**src/rtl/aes_fifo_pkg.sv**
```systemverilog
// Definitions shared by the AES block/byte FIFO adapters (extractor and inserter):
// default widths and the three-state sequencing enum.
package aes_fifo_pkg;

   localparam int DEF_BLOCK_W = 128;
   localparam int DEF_BYTE_W  = 8;
   localparam int NUM_BYTES   = DEF_BLOCK_W / DEF_BYTE_W;

   typedef enum logic [1:0] {
      IDLE = 2'd0,
      SEND = 2'd1,
      DONE = 2'd2
   } state_e;

endpackage

```
**src/rtl/insert_fifo.sv**
```systemverilog
// Serializes one BLOCK_W-bit block MSB-byte-first into a byte-wide FIFO,
// stalling on fifo_full and pulsing done for one cycle after the last byte.
module insert_fifo
   import aes_fifo_pkg::*;
#(
   parameter int BLOCK_W = DEF_BLOCK_W,
   parameter int BYTE_W  = DEF_BYTE_W
) (
   input  logic               clk,
   input  logic               rst,
   input  logic               load,
   input  logic [BLOCK_W-1:0] block_in,
   input  logic               fifo_full,
   output logic               push,
   output logic [BYTE_W-1:0]  wdata,
   output logic               busy,
   output logic               done
);

   localparam int N_BYTES = BLOCK_W / BYTE_W;
   localparam int CNT_W   = (N_BYTES > 1) ? $clog2(N_BYTES) : 1;
   localparam logic [CNT_W-1:0] LAST_CNT = CNT_W'(N_BYTES - 1);

   state_e             state_q, state_d;
   logic [BLOCK_W-1:0] shreg_q, shreg_d;
   logic [CNT_W-1:0]   cnt_q, cnt_d;

   always_ff @(posedge clk or posedge rst) begin
      if (rst) begin
         state_q <= IDLE;
         shreg_q <= '0;
         cnt_q   <= '0;
      end else begin
         state_q <= state_d;
         shreg_q <= shreg_d;
         cnt_q   <= cnt_d;
      end
   end

   always_comb begin
      state_d = state_q;
      shreg_d = shreg_q;
      cnt_d   = cnt_q;
      push    = 1'b0;
      wdata   = '0;
      busy    = 1'b0;
      done    = 1'b0;
      case (state_q)
         IDLE: begin
            if (load) begin
               shreg_d = block_in;
               cnt_d   = '0;
               state_d = SEND;
            end
         end
         SEND: begin
            busy  = 1'b1;
            push  = !fifo_full;
            wdata = shreg_q[BLOCK_W-1 -: BYTE_W];
            if (!fifo_full) begin
               shreg_d = shreg_q << BYTE_W;
               // Counter stops at the last index instead of wrapping.
               if (cnt_q == LAST_CNT) state_d = DONE;
               else                   cnt_d   = cnt_q + CNT_W'(1);
            end
         end
         DONE: begin
            busy    = 1'b1;
            done    = 1'b1;
            state_d = IDLE;
         end
         default: state_d = IDLE;
      endcase
   end

endmodule
```
**config.mk**
```make
export PLATFORM = sky130hd
export DESIGN_NAME = insert_fifo
export DESIGN_NICKNAME = d
export VERILOG_FILES = /design/src/rtl/aes_fifo_pkg.sv /design/src/rtl/insert_fifo.sv
export SDC_FILE = /design/constraint.sdc
export NUM_CORES = 1
export LEC_CHECK = 0
export BUFFER_PORTS_ARGS = -buffer_cell sky130_fd_sc_hd__buf_2
export CAP_MARGIN = 20
export CORE_MARGIN = 5
export CORE_UTILIZATION = 55
export DETAILED_ROUTE_END_ITERATION = 8
export GPL_TIMING_DRIVEN = 0
export PLACE_DENSITY_LB_ADDON = 0.3
export SETUP_SLACK_MARGIN = 0.1
export SYNTH_ARGS = -nofsm -noshare
export SYNTH_HDL_FRONTEND = slang
export SYNTH_SLANG_ARGS = --single-unit
```
**constraint.sdc**
```tcl
create_clock -name clk -period 3.9 [get_ports clk]
set_input_delay 0 -clock clk [delete_from_list [all_inputs] [get_ports clk]]
set_output_delay 0 -clock clk [all_outputs]
set_load 0.02 [all_outputs]
```
== After elaboration in Yosys (flattened, before gate mapping) ==
Index checks and enable logic that the tools add are counted.
Word-level totals
  input bits: 132
  output and inout bits: 11
  bits in registers: 134
  word-level logic and storage cells: 33
Cells by class
  mux-type cells: 15
  reduce and logical (&&, ||, !) cells: 7
  equal/unequal tests: 7
  $add $sub $neg: 1
Operator list (number)
  $mux W128: 2
  $pmux W128 S2: 1
  $mux W4: 3
  $mux W8: 1
  $ne A2 B2 Y1 const B: 4
  $pmux W4 S2: 1
  $mux W2: 3
  $reduce_and A3 Y1: 2
  $add A4 B1 Y4 const B: 1
  $eq A4 B4 Y1 const B: 1
  $pmux W2 S2: 1
  $reduce_and A4 Y1: 1
  $mux W1: 3
  $eq A2 B1 Y1 const B: 1
  $eq A2 B2 Y1 const B: 1
  $logic_not A2 Y1: 1
  $reduce_bool A2 Y1: 1
  $reduce_or A2 Y1: 1
  $logic_not A1 Y1: 1

== Longest topological paths before layout ==
  depth in word-level cells: 4
  gate-level depth with buffers: 7
  mapped depth without buffers: 5

== Least setup slack after synthesis ==
No wires, ideal clock.
  path kind: register -> register
  start point: register state_q[1]
  end point: register shreg_q[27]
  setup slack: 1.935 ns
  arrival time: 1.838 ns
  required time: 3.772 ns
  period minus slack after synthesis: 1.965 ns
  path buffers: 2
  library setup time: 0.128 ns
  cell stages (with the launch flop): 7
  cell sequence: dfrtp_1 > inv_1 > ha_1 > buf_2 > buf_1 > mux2_2 > mux2_1
Between the ends
  longest elaborated chain between the ends: 3
Ends and longest elaborated chain
  start, declared: RTL line insert_fifo.sv:24  | state_e state_q, state_d;
  start signal, assigned: RTL line insert_fifo.sv:34  | state_q <= state_d;
  $eq A2 B1 Y1 / $logic_not A2 Y1 (equally long branches): RTL line insert_fifo.sv:48  | case (state_q)
  $ne A2 B2 Y1 (no line) / $reduce_bool A2 Y1 (equally long branches)
  $reduce_and A3 Y1 (no line)
  end signal, assigned: RTL line insert_fifo.sv:35  | shreg_q <= shreg_d;
  end, declared: RTL line insert_fifo.sv:25  | logic [BLOCK_W-1:0] shreg_q, shreg_d;
Several ways; a longest one is shown, not always the timed one.
A chain may end at the register's enable or synchronous reset.

== Final worst setup path ==
  start point: register state_q[1]
  end point: register shreg_q[106]
Same word-level chain as after synthesis.

==> reports/qor.csv <==
metric,value,unit
Die Span Y,120,um
CTS Hold Bufs,129,
num rows,40,
distinct cell type count after synthesis,33,
Least-Margin Pin Slew,0.684,ns
largest net degree at the start of global routing,75,
DRC viols,0,
final count of pins violating max slew,0,
number of flops mapped to enable cells by yosys,0,
CTS buffer count,17,
Mapped Nets,598,
"delay-heaviest family, CP",buffers and inverters,
RSZ-0062 raised after global routing,no,
Routed Antenna Nets,0,
global routing usage on met1,29.7,%
final setup violation count,0,
fin util,79.0,%
reg2reg end,shreg_q[106]$_DFFE_PP0P_,
final setup TNS,0,ns
min-delay src,fifo_full,
crit path from,state_q[1]$_DFFE_PP0P_,
Layout Skew,0.00731,ns
met2 usage,43.0,%
vias per cell,5.24,
Total GRT Usage,25.0,%
met3 Use GR,5.18,%
Max stage delay on crit path,0.45,ns
outcome,"finished, final reports clean",
DRT Wirelength,16600,um
core box area,11900,um^2
Mapped Cells,461,
GPL Wtd Cong,0.795,
crit-path max FO,10,
initial antenna violation count,1,
post-synthesis sequential area ratio,50.6,%
gr ovfl total,0,
LEAKAGE,4.26,nW
Yosys reg bits,134,
I/O Pins,143,
CTS-repair resized insts,0,
final worst path period need,2.33,ns
Yosys Warn Count,0,
Routed WL per cell,18.2,um
fraction of final layout cells sized beyond drive strength 1,54.6,%
PortBufs,142,
Synth Cell Area,6630,um^2
crit path DAT,2.61,ns
CTS root buf,clkbuf_16,
initial core utilization,55.7,%
internal reg-to-reg setup slack,1.57,ns
number of H-tree levels,4,
setup ws final,1.57,ns
dpl ws,1.57,ns
Die X,120,um
fin nets,889,
Post-CTS Setup Bufs,0,
die area,14400,um^2
Hold Path Class,input port to flop,
total vias in the final route,4784,
vias in the first global route,5468,
dominant synthesized flop cell,dfrtp_1,
CP Class,flop to flop,
DR iter-0 viols,239,
CTS tree,built,
Clock Latency Late Sink,0.41,ns
Hold Crit Endpoint,state_q[1]$_DFFE_PP0P_,
Area growth syn-to-layout,42.0,%
"Avg Cell Area, Syn",14.4,um^2
maximum clock rate,430,MHz
Worst-path clk slew,0.05,ns
Cell Pwr Density,773,nW/um^2
first-pass GRT wire length,27900,um
final hold vios,0,
commonest cells in the netlist,"220 x mux2_2, 134 x dfrtp_1, 22 x mux2_1, 17 x buf_2",
total power,7.28,mW
crit start category,flop,
Longest Clk Path Bufs,2,
FF-to-FF path depth,6,
"area leader, netlist",dfrtp_1,
hold depth,4,
Worst IR Drop VDD,0.000427,V
CP max stage cell,buf_1,
post-DP HPWL,10100,um
cells along the critical path,inv_1 > ha_1 > buf_2 > buf_1 > mux2_2 > mux2_1,
top-area cell type share of the netlist area,50.6,%
Max-slew headroom,54.4,%
busiest layer in global routing,met2,
Pre-Repair DR Iteration Count,4,
number of clock sinks,134,
Synth area leaders,"dfrtp_1 51%, mux2_2 37%, mux2_1 3.7%",
CP Capture Type,flop,
asr flop ratio synth,100,%
Final period util,59.7,%
worst r2r src,state_q[1]$_DFFE_PP0P_,
Critical Path RT,4.18,ns
Crit path buffers/inverters,3,
most frequent cell after synthesis,mux2_2,
Max-Cap Viols,0,
==> area by class of cell <==
class	instances	area (um^2)
well taps	147	184
diodes	1	2.50
multi-input cells	293	3120
repair buffers	272	2030
flip-flops and latches	134	3350
inverters	4	20.0
clock buffers	23	488
plain buffers	30	145
clock inverters	9	75.1
fillers	668	2500
==> how the worst max path moves through the flow <==
stage	end	slack (ns)	cells after the start
after floorplan	cnt_q[0]$_DFFE_PP0P_	0.32	1
after global placement	shreg_q[31]$_DFFE_PP0P_	-1.07	2
after detailed placement	shreg_q[105]$_DFFE_PP0P_	1.57	6
after CTS	shreg_q[105]$_DFFE_PP0P_	1.57	6
after global routing	shreg_q[105]$_DFFE_PP0P_	1.48	6
final	shreg_q[106]$_DFFE_PP0P_	1.57	6
==> cell usage in the layout (no fill, tap or decap), types with 3 or more instances in the layout <==
cell and instances:
a22o_1 8, and2_1 9, buf_1 9, buf_2 159, clkbuf_1 4, clkbuf_16 17
clkbuf_8 4, clkinv_2 6, dfrtp_1 134, dlygate4sd3_1 129, ha_1 5, inv_1 3
mux2_1 22, mux2_2 220, nor2b_1 5
==> per-stage QoR <==
stage	hold WS (ns)	cell area, um^2	instances
3_5_place_dp	0.171	7560	751
3_3_place_gp	0.221	7520	750
5_1_grt	0.114	9410	913
4_1_cts	0.0796	9410	912
2_1_floorplan	0.0781	6630	461
6_report	0.0993	9410	913
==> where the power goes <==
part | total, mW | leakage (nW) | switching (mW) | internal [mW]
logic | 3.24 | 2.37 | 1.30 | 1.94
clock network | 1.51 | 0.279 | 0.574 | 0.936
registers | 2.52 | 1.61 | 0.394 | 2.13
total | 7.28 | 4.26 | 2.27 | 5.01
==> kinds of logic after synthesis <==
group | after synthesis | share of synthesized area [%]
muxes | 243 | 41.3
DFF | 134 | 50.6
buffers and inverters | 34 | 2.42
and+or+nand+nor | 30 | 2.87
AOI/OAI and AO/OA | 15 | 1.94
adders and majority gates | 5 | 0.944
==> worst reg2reg max path: cells and delay by family (launching register included) <==
kind | cells | cell delay, ns
flip-flops | 1 | 0.40
multiplexers | 2 | 0.74
buffers and inverters | 3 | 0.84
adder cells (fa/ha/maj) | 1 | 0.21
==> per-layer routing <==
metal  vias to the layer above  share of wire, %
met5                         -                 0
met1                      2324                41
met4                         0               4.2
li1                       2266                 -
met3                        57               3.6
met2                       137                51
==> state kept, by name, summed over array words and instances (netlist names) <==
register,cells
state_q,2
shreg_q,128
cnt_q,4
Note: power is estimated with default switching activity, not from simulation.
